===== src/rtl/score_display_pkg.sv =====
// Shared constants for the score display: seven-segment cathode patterns,
// digit counts, and a nibble-to-segment decoder.
// Cathode bit order is {Ca,Cb,Cc,Cd,Ce,Cf,Cg,Dp}, active-low. Dp is always off.
package score_display_pkg;

    localparam int NUM_DIGITS       = 8;
    localparam int DIGITS_PER_GROUP = 4;

    localparam logic [7:0] SSD_0     = 8'b0000_0011;
    localparam logic [7:0] SSD_1     = 8'b1001_1111;
    localparam logic [7:0] SSD_2     = 8'b0010_0101;
    localparam logic [7:0] SSD_3     = 8'b0000_1101;
    localparam logic [7:0] SSD_4     = 8'b1001_1001;
    localparam logic [7:0] SSD_5     = 8'b0100_1001;
    localparam logic [7:0] SSD_6     = 8'b0100_0001;
    localparam logic [7:0] SSD_7     = 8'b0001_1111;
    localparam logic [7:0] SSD_8     = 8'b0000_0001;
    localparam logic [7:0] SSD_9     = 8'b0000_1001;
    localparam logic [7:0] SSD_BLANK = 8'b1111_1111;

    // Non-decimal nibbles cannot come from the BCD registers in normal
    // operation; they are shown dark rather than as hex glyphs.
    function automatic logic [7:0] ssd_decode(input logic [3:0] nibble);
        logic [7:0] seg;
        case (nibble)
            4'd0:    seg = SSD_0;
            4'd1:    seg = SSD_1;
            4'd2:    seg = SSD_2;
            4'd3:    seg = SSD_3;
            4'd4:    seg = SSD_4;
            4'd5:    seg = SSD_5;
            4'd6:    seg = SSD_6;
            4'd7:    seg = SSD_7;
            4'd8:    seg = SSD_8;
            4'd9:    seg = SSD_9;
            default: seg = SSD_BLANK;
        endcase
        return seg;
    endfunction

endpackage


===== src/rtl/ssd_scan_mux.sv =====
// Eight-digit seven-segment scan multiplexer.
// A free-running divider advances a 3-bit scan index each time it wraps.
// Digits 0-3 come from score_bcd, digits 4-7 from high_bcd, with leading-zero
// blanking inside each 4-digit group (the lowest digit of a group is always lit).
// Ports:
//   ClkPort   in   system clock
//   reset     in   asynchronous, active-high
//   score_bcd in   16-bit BCD score, [3:0] = units
//   high_bcd  in   16-bit BCD high score
//   An        out  anodes, active-low, exactly one low
//   Cathodes  out  {Ca..Cg,Dp}, active-low
module ssd_scan_mux
    import score_display_pkg::*;
#(
    parameter int SCAN_BITS = 18
) (
    input  logic                  ClkPort,
    input  logic                  reset,
    input  logic [15:0]           score_bcd,
    input  logic [15:0]           high_bcd,
    output logic [NUM_DIGITS-1:0] An,
    output logic [7:0]            Cathodes
);

    logic [SCAN_BITS-1:0]  div;
    logic [2:0]            scan_idx;
    logic [15:0]           group;
    logic [1:0]            pos;
    logic [3:0]            nibble;
    logic                  blank;
    logic [NUM_DIGITS-1:0] an_next;
    logic [7:0]            cath_next;

    always_ff @(posedge ClkPort or posedge reset) begin
        if (reset) begin
            div      <= '0;
            scan_idx <= 3'd0;
        end else begin
            div <= div + 1'b1;
            if (&div)
                scan_idx <= scan_idx + 3'd1;
        end
    end

    // Upper half of the index selects the high-score group (4 digits per group).
    always_comb begin
        group     = scan_idx[2] ? high_bcd : score_bcd;
        pos       = scan_idx[1:0];
        nibble    = group[{pos, 2'b00} +: 4];
        case (pos)
            2'd1:    blank = (group[15:4]  == 12'd0);
            2'd2:    blank = (group[15:8]  == 8'd0);
            2'd3:    blank = (group[15:12] == 4'd0);
            default: blank = 1'b0;
        endcase
        an_next   = ~(NUM_DIGITS'(1) << scan_idx);
        cath_next = blank ? SSD_BLANK : ssd_decode(nibble);
    end

    // Anode and cathode share one register stage so a digit change never
    // shows the previous digit's segments on the new anode.
    always_ff @(posedge ClkPort or posedge reset) begin
        if (reset) begin
            An       <= 8'b1111_1110;
            Cathodes <= SSD_0;
        end else begin
            An       <= an_next;
            Cathodes <= cath_next;
        end
    end

endmodule


===== src/rtl/score_display.sv =====
// Score keeper and display driver.
// Counts hits into a 4-digit BCD score (saturating at 9999), latches a session
// high score on entry to win/lose, and drives the 8-digit seven-segment display
// through ssd_scan_mux (score on digits 0-3, high score on digits 4-7).
// Ports:
//   ClkPort      in   100 MHz system clock
//   reset        in   asynchronous, active-high
//   game_start   in   level; holds score at 0
//   game_playing in   level; hits counted only while high
//   game_win     in   level
//   game_lose    in   level
//   hit_pulse    in   one-cycle pulse per enemy destroyed
//   score_bcd    out  current score, BCD, [3:0] = units
//   high_bcd     out  high score, BCD
//   An           out  anodes, active-low
//   Cathodes     out  {Ca..Cg,Dp}, active-low
module score_display
    import score_display_pkg::*;
#(
    parameter int SCAN_BITS   = 18,
    parameter int POINTS      = 1,
    parameter int POINT_DIGIT = 1
) (
    input  logic                  ClkPort,
    input  logic                  reset,
    input  logic                  game_start,
    input  logic                  game_playing,
    input  logic                  game_win,
    input  logic                  game_lose,
    input  logic                  hit_pulse,
    output logic [15:0]           score_bcd,
    output logic [15:0]           high_bcd,
    output logic [NUM_DIGITS-1:0] An,
    output logic [7:0]            Cathodes
);

    localparam logic [4:0] ADD_VAL = 5'(POINTS);

    logic [15:0] score_inc;
    logic [4:0]  sum;
    logic        carry;
    logic        wl_q;
    logic        wl_rise;

    // Decimal add with the carry rippling through all four digits in one
    // cycle; a carry out of the top digit pins the score at 9999.
    always_comb begin
        score_inc = score_bcd;
        carry     = 1'b0;
        sum       = 5'd0;
        for (int d = 0; d < DIGITS_PER_GROUP; d++) begin
            sum = {1'b0, score_bcd[d*4 +: 4]} + ((d == POINT_DIGIT) ? ADD_VAL : 5'd0)
                  + {4'd0, carry};
            if (sum > 5'd9) begin
                sum   = sum - 5'd10;
                carry = 1'b1;
            end else begin
                carry = 1'b0;
            end
            score_inc[d*4 +: 4] = sum[3:0];
        end
        if (carry)
            score_inc = 16'h9999;
    end

    assign wl_rise = (game_win | game_lose) & ~wl_q;

    always_ff @(posedge ClkPort or posedge reset) begin
        if (reset) begin
            score_bcd <= 16'h0000;
            high_bcd  <= 16'h0000;
            wl_q      <= 1'b0;
        end else begin
            wl_q <= game_win | game_lose;
            if (game_start)
                score_bcd <= 16'h0000;
            else if (game_playing && hit_pulse)
                score_bcd <= score_inc;
            // Valid BCD orders the same as its binary encoding.
            if (wl_rise && (score_bcd > high_bcd))
                high_bcd <= score_bcd;
        end
    end

    ssd_scan_mux #(
        .SCAN_BITS (SCAN_BITS)
    ) u_scan (
        .ClkPort   (ClkPort),
        .reset     (reset),
        .score_bcd (score_bcd),
        .high_bcd  (high_bcd),
        .An        (An),
        .Cathodes  (Cathodes)
    );

endmodule


===== config.mk =====
export PLATFORM = sky130hd
export DESIGN_NAME = score_display
export DESIGN_NICKNAME = d
export VERILOG_FILES = /design/src/rtl/score_display_pkg.sv /design/src/rtl/ssd_scan_mux.sv /design/src/rtl/score_display.sv
export SDC_FILE = /design/constraint.sdc
export NUM_CORES = 1
export LEC_CHECK = 0
export BUFFER_PORTS_ARGS = -buffer_cell sky130_fd_sc_hd__buf_2
export CORE_MARGIN = 2
export CORE_UTILIZATION = 40
export CTS_BUF_LIST = sky130_fd_sc_hd__clkbuf_4
export DETAILED_ROUTE_END_ITERATION = 16
export GPL_TIMING_DRIVEN = 0
export HOLD_SLACK_MARGIN = 0.06
export PLACE_DENSITY_LB_ADDON = 0.05
export SETUP_SLACK_MARGIN = 0.4
export SLEW_MARGIN = 20
export SYNTH_ARGS = -nofsm -noshare
export SYNTH_HDL_FRONTEND = slang
export SYNTH_SLANG_ARGS = --single-unit

===== constraint.sdc =====
create_clock -name ClkPort -period 5.5 [get_ports ClkPort]
set_input_delay 1.1 -clock ClkPort [delete_from_list [all_inputs] [get_ports ClkPort]]
set_output_delay 1.1 -clock ClkPort [all_outputs]
set_load 0.02 [all_outputs]

Word level (Yosys, flattened, before mapping). Memory sizes are Yosys's and may differ from the RTL's. Index checks and enable logic that the tools add are counted.

Bits in latches: 0. Bits of input ports: 7. Output and inout port bits: 48. Memories: 1. Bits in registers: 70. Memory bits (read-only): 112. RAM bits: 0.

Shift-type cells: 2. Multiply operators: 0. Multiplexer cells: 14. Div/mod/pow operators: 0. Eq/ne operators: 3. Reduce and logical (&&, ||, !) cells: 9. Bitwise logic cells: 4. $add $sub $neg: 10. Order comparisons: 5.

Memory list: (no name shown) (words 16, width 7, rd ports 1, clocked after Yosys merged registers in 0, write ports 0, RTL line score_display_pkg.sv:25) `case (nibble)`.

Operators by type and width (number): $mux W16 (4); $add A18 B1 Y18 const B (1); $reduce_and A18 Y1 (1); $gt A16 B16 Y1 (1); $mux W4 (4); $shiftx A16 B5 Y4 (1); $sub A4 B4 Y4 const B (4); $gt A5 B4 Y1 const B (3); $logic_not A12 Y1 (1); $add A4 B1 Y5 (2); $logic_not A8 Y1 (1); $mux W8 (1); $not A8 Y8 (1); $shl A1 B3 Y8 const A (1); $add A4 B1 Y5 const B (1); $add A5 B1 Y5 (1); $eq A2 B2 Y1 const B (2); $gt A4 B4 Y1 const B (1); $logic_not A4 Y1 (1); $mux W1 (4); $add A3 B1 Y3 const B (1); $pmux W1 S3 (1); $reduce_bool A3 Y1 (1); $eq A2 B1 Y1 const B (1); 6 further kinds (7).

Logic depth before layout (Yosys ltp).
Word-level depth: 14. Mapped depth: 21. Gate-level depth less buffers: 20.

Cells and area by module. Synthesis repeated with hierarchy kept, for this count alone.

Cells, all modules: 391. Area, all modules: 4179.0 sq um.

By module, submodules not included: score_display (times used 1, area an instance 2212.1 sq um, cells each 226); ssd_scan_mux (times used 1, area an instance 1966.9 sq um, cells each 165).

Worst setup path before layout. Ideal clock, no wire load.

Path type: reg2reg. Start: register score_bcd[1]. End: register score_bcd[1]. Data required time: 5.426 ns. Setup time: 0.074 ns. Setup slack: 0.706 ns. Stages on the path, launching flop included: 22. Clock period less this slack: 4.794 ns. Path buffers: 1. Data arrival time: 4.720 ns. Cell sequence: dfrtp_1 -> or2_1 -> nand2_1 -> ha_1 -> inv_1 -> ha_1 -> or2_2 -> a21oi_1 -> nor3_2 -> ha_1 -> ha_1 -> or2_2 -> a21oi_1 -> nor3_2 -> ha_1 -> ha_1 -> or2b_1 -> a31o_2 -> and3_4 -> buf_6 -> or4_4 -> o21ai_2.

Longest elaborated chain between the ends: 14.

Ends and longest elaborated chain: from (decl) (RTL line score_display.sv:31) `output logic [15:0] score_bcd,`; from (signal assigned) (RTL line score_display.sv:78) `score_bcd <= score_inc;`; $gt A4 B4 Y1 (RTL line score_display.sv:54) `if (sum > 5'd9) begin`; $mux W1 (RTL line score_display.sv:54); $add A5 B1 Y5 (RTL line score_display.sv:53) `+ {4'd0, carry};`; $gt A5 B4 Y1 (RTL line score_display.sv:54); $mux W1 (RTL line score_display.sv:54); $add A4 B1 Y5 (RTL line score_display.sv:53); $gt A5 B4 Y1 (RTL line score_display.sv:54); $mux W1 (RTL line score_display.sv:54); $add A4 B1 Y5 (RTL line score_display.sv:53); $gt A5 B4 Y1 (RTL line score_display.sv:54); $mux W1 (RTL line score_display.sv:54); $mux W16 (RTL line score_display.sv:62) `if (carry)`; $mux W16 (RTL line score_display.sv:77) `else if (game_playing && hit_pulse)`; $mux W16 (RTL line score_display.sv:75) `if (game_start)`.

Several ways; a longest one is shown, not always the timed one. The select of a mux whose other input is x is not followed. A chain may end at the register's enable or synchronous reset.

Final worst setup path. Same ends and word-level chain as after synthesis.

==> flow_metrics.env <==
export IMPL_status="completed"
export IMPL_finalClockSkew_ns=0.02364
export IMPL_worst_path_most_repeated_cell="ha_1"
export IMPL_cp_max_fo=9
export IMPL_setup_slack_ns=0.6366
export IMPL_layout_commonest_cell="dfrtp_1"
export IMPL_p_per_area_nw_per_um2=218.8
export IMPL_grt_setup_unrepaired="false"
export IMPL_synth_fp_nets=458
export IMPL_postRouteWirelength_um=10640
export IMPL_path_clk_slew_ns=0.14
export IMPL_cts_hold_buf=0
export IMPL_hp_start="u_scan.div[10]"
export IMPL_hold_violations=0
export IMPL_syn_area_per_cell_um2=10.58
export IMPL_r2r_setup_slack_ns=0.64
export IMPL_n_antenna_cell=0
export IMPL_wl_per_cell_um=16.81
export IMPL_whs_ns=0.4795
export IMPL_synthTopCellsByArea="dfrtp_1 (35%), ha_1 (11%), dfstp_2 (4.8%), xnor2_1 (4.0%), mux4_2 (3.6%)"
export IMPL_r2r_start="score_bcd[1]"
export IMPL_cts_htree_levels=3
export IMPL_dp_cells=606
export IMPL_ys_async_sr_fraction=1.000
export IMPL_synth_area_leader_cell="dfrtp_1"
export IMPL_critPathKind="flop to flop"
export IMPL_max_freq_mhz=205.6
export IMPL_vias=3337
export IMPL_die_area_um2=11750
export IMPL_first_iter_violations=123
export IMPL_fin_nets=534
export IMPL_hold_path_class="flop to flop"
export IMPL_ios=55
export IMPL_rows=38
export IMPL_grt_ovfl_total=0
export IMPL_critPathRequiredTime_ns=5.88
export IMPL_final_cell_mix="dfrtp_1 (59), buf_2 (55), nand2_1 (38)"
export IMPL_slowest_stage="or4_4"
export IMPL_ys_seq_area_frac=0.3984
export IMPL_hpwl_um=7938
export IMPL_postSynthCellCount=412
export IMPL_placed_cell_area_um2=4822
export IMPL_drc=0
export IMPL_endpoint_kind="flop"
export IMPL_post_place_ws_ns=0.2513
export IMPL_grt_pass1_vias=3234
export IMPL_cts_tree="done"
export IMPL_crit_arrival_ns=5.25
export IMPL_portBuffers=53
export IMPL_gp_congestion=0.8113
export IMPL_die_w_um=108.4
export IMPL_crit_path_max_incr_delay_ns=0.48
export IMPL_setup_violations_final=0
export IMPL_dr_pass1_iters=4
export IMPL_tightest_slew_ns=0.5135
export IMPL_stdcell_count=633
export IMPL_cts_root_buf="clkbuf_4"
export IMPL_hold_path_depth=1
export IMPL_syn2layout_area_growth_pct=16.53
export IMPL_hold_end="u_scan.div[10]"
export IMPL_syn_area_um2=4359
export IMPL_worstReg2RegEnd="score_bcd[1]"
export IMPL_start_util=0.4057
export IMPL_clk_latency_ns=0.44
export IMPL_core_area_um2=10750
export IMPL_grt_max_degree=42
export IMPL_grt_first_pass_wirelength_um=17420
export IMPL_track_usage=0.1945
export IMPL_cap_violations=0
export IMPL_p_total_mw=1.112
export IMPL_synth_top_area_share=0.3502
export IMPL_numCtsBuffers=9
export IMPL_cp_start_kind="flop"
export IMPL_vias_per_cell=5.272
export IMPL_reg2reg_depth=21
export IMPL_die_y_um=108.4
export IMPL_synth_edf_count=0
export IMPL_cts_buffer_depth=2
export IMPL_max_vdd_ir_drop_v=0.00009591
export IMPL_cp_cell_sequence="or2_1 -> nand2_1 -> ha_1 -> inv_1 -> ha_1 -> or2_2 -> a21oi_2 -> nor3_4 -> ha_2 -> ha_4 -> or2_2 -> a21oi_1 -> nor3_2 -> ha_1 -> ha_1 -> or2b_1 -> a31o_2 -> and3_4 -> buf_6 -> or4_4 -> o21ai_2"
export IMPL_report_final_slew_viol_count=0
export IMPL_ys_ff_latch=69
export IMPL_maxSlewHeadroom=0.6564
export IMPL_antenna_left=0
export IMPL_ys_warnings_count=0
export IMPL_yosys_most_used_dff="dfrtp_1"
export IMPL_p_leak_nw=2.323
export IMPL_min_period_ns=4.863
export IMPL_post_route_util=0.4728
export IMPL_grt_antenna_before_repair=0
export IMPL_setup_tns_ns=0
export IMPL_ys_types=71
export IMPL_drive_above_1_share=0.2941
export IMPL_numClockSinks=69
export IMPL_fin_area_um2=5080
export IMPL_min_period_over_period=0.8843
-- worst max-delay path, delay by kind of cell (launching register included) --
family / cells / cell delay [ns]
adders and majority gates: 6 / 1.51
AOI/OAI and AO/OA: 4 / 0.69
DFF: 1 / 0.47
buffers and inverters: 2 / 0.19
and+or+nand+nor: 9 / 1.94
-- worst max-delay path by stage --
stage | from | to | slack (ns) | cells past startpoint
finish | score_bcd[1] | score_bcd[1] | 0.64 | 21
global route | score_bcd[1] | score_bcd[1] | 0.43 | 21
CTS | score_bcd[1] | score_bcd[1] | 0.41 | 21
detailed placement | score_bcd[2] | score_bcd[1] | 0.25 | 21
global placement | score_bcd[2] | score_bcd[6] | 0.33 | 20
floorplan | score_bcd[1] | score_bcd[1] | 0.71 | 21
-- kinds of logic after synthesis --
kind of cell             count (synthesis)  synth area share
AO/OA/AOI/OAI                           68            0.1157
flip-flops                              69            0.3984
other                                    1         0.0008603
multiplexers                            33            0.1108
AND/OR/NAND/NOR                        131            0.1673
XOR/XNOR                                23           0.04621
buffers and inverters                   48           0.04879
adder cells (fa/ha/maj)                 39            0.1119
-- state kept, by name, indices dropped and copies added, names as in the netlist --
| register | count |
|---|---|
| u_scan.Cathodes | 7 |
| u_scan.div | 18 |
| high_bcd | 16 |
| wl_q | 1 |
| u_scan.An | 8 |
| u_scan.scan_idx | 3 |
| score_bcd | 16 |
-- routing by layer --
| layer | track usage | vias to the layer above | part of all wire | routed length, µm |
|---|---|---|---|---|
| met5 | 0 | - | 0 | 0 |
| met4 | 0.05495 | 0 | 0.013 | 137 |
| met3 | 0.04461 | 11 | 0.037 | 394 |
| met2 | 0.3145 | 73 | 0.48 | 5128 |
| met1 | 0.2616 | 1620 | 0.47 | 4982 |
| li1 | - | 1633 | - | - |
-- repair_timing --
| item | 4_1_cts | 5_1_grt |
|---|---|---|
| pin swaps | 1 | 2 |
| setup buffers | 1 | 10 |
| gates resized for setup | 3 | 3 |
| endpoints found under the setup margin | 7 | 7 |
-- layout make-up --
class	instances	area [µm²]
Sequential cell	69	1739
Clock inverter	7	80.08
Inverter	33	126.4
Multi-Input combinational cell	295	2435
Clock buffer	9	67.56
Fill cell	1059	5665
Buffer	15	88.84
Timing Repair Buffer	65	367.9
Tap cell	140	175.2
-- synthesized netlist by cell type (all sizes together), types with 3 or more instances --
| cell | number |
|---|---|
| or2 | 7 |
| a22o | 3 |
| xnor2 | 20 |
| a31oi | 4 |
| o211ai | 4 |
| mux4 | 8 |
| dfrtp | 61 |
| nand3 | 12 |
| o21ai | 14 |
| nand2b | 7 |
| nand4 | 9 |
| mux2i | 10 |
| nor2 | 16 |
| dfstp | 8 |
| nor3 | 12 |
| clkbuf | 8 |
| inv | 33 |
| nor4b | 3 |
| mux2 | 15 |
| nor2b | 5 |
| buf | 7 |
| or4 | 4 |
| ha | 39 |
| nand2 | 38 |
| and4 | 3 |
| a21oi | 19 |
| and3 | 4 |
| xor2 | 3 |
-- power by group --
| part | switching, mW | internal, mW | leakage (nW) |
|---|---|---|---|
| combinational | 0.119 | 0.0857 | 1.34 |
| clock | 0.212 | 0.144 | 0.0735 |
| sequential | 0.0256 | 0.525 | 0.910 |
(Power assumes the default switching activity.)
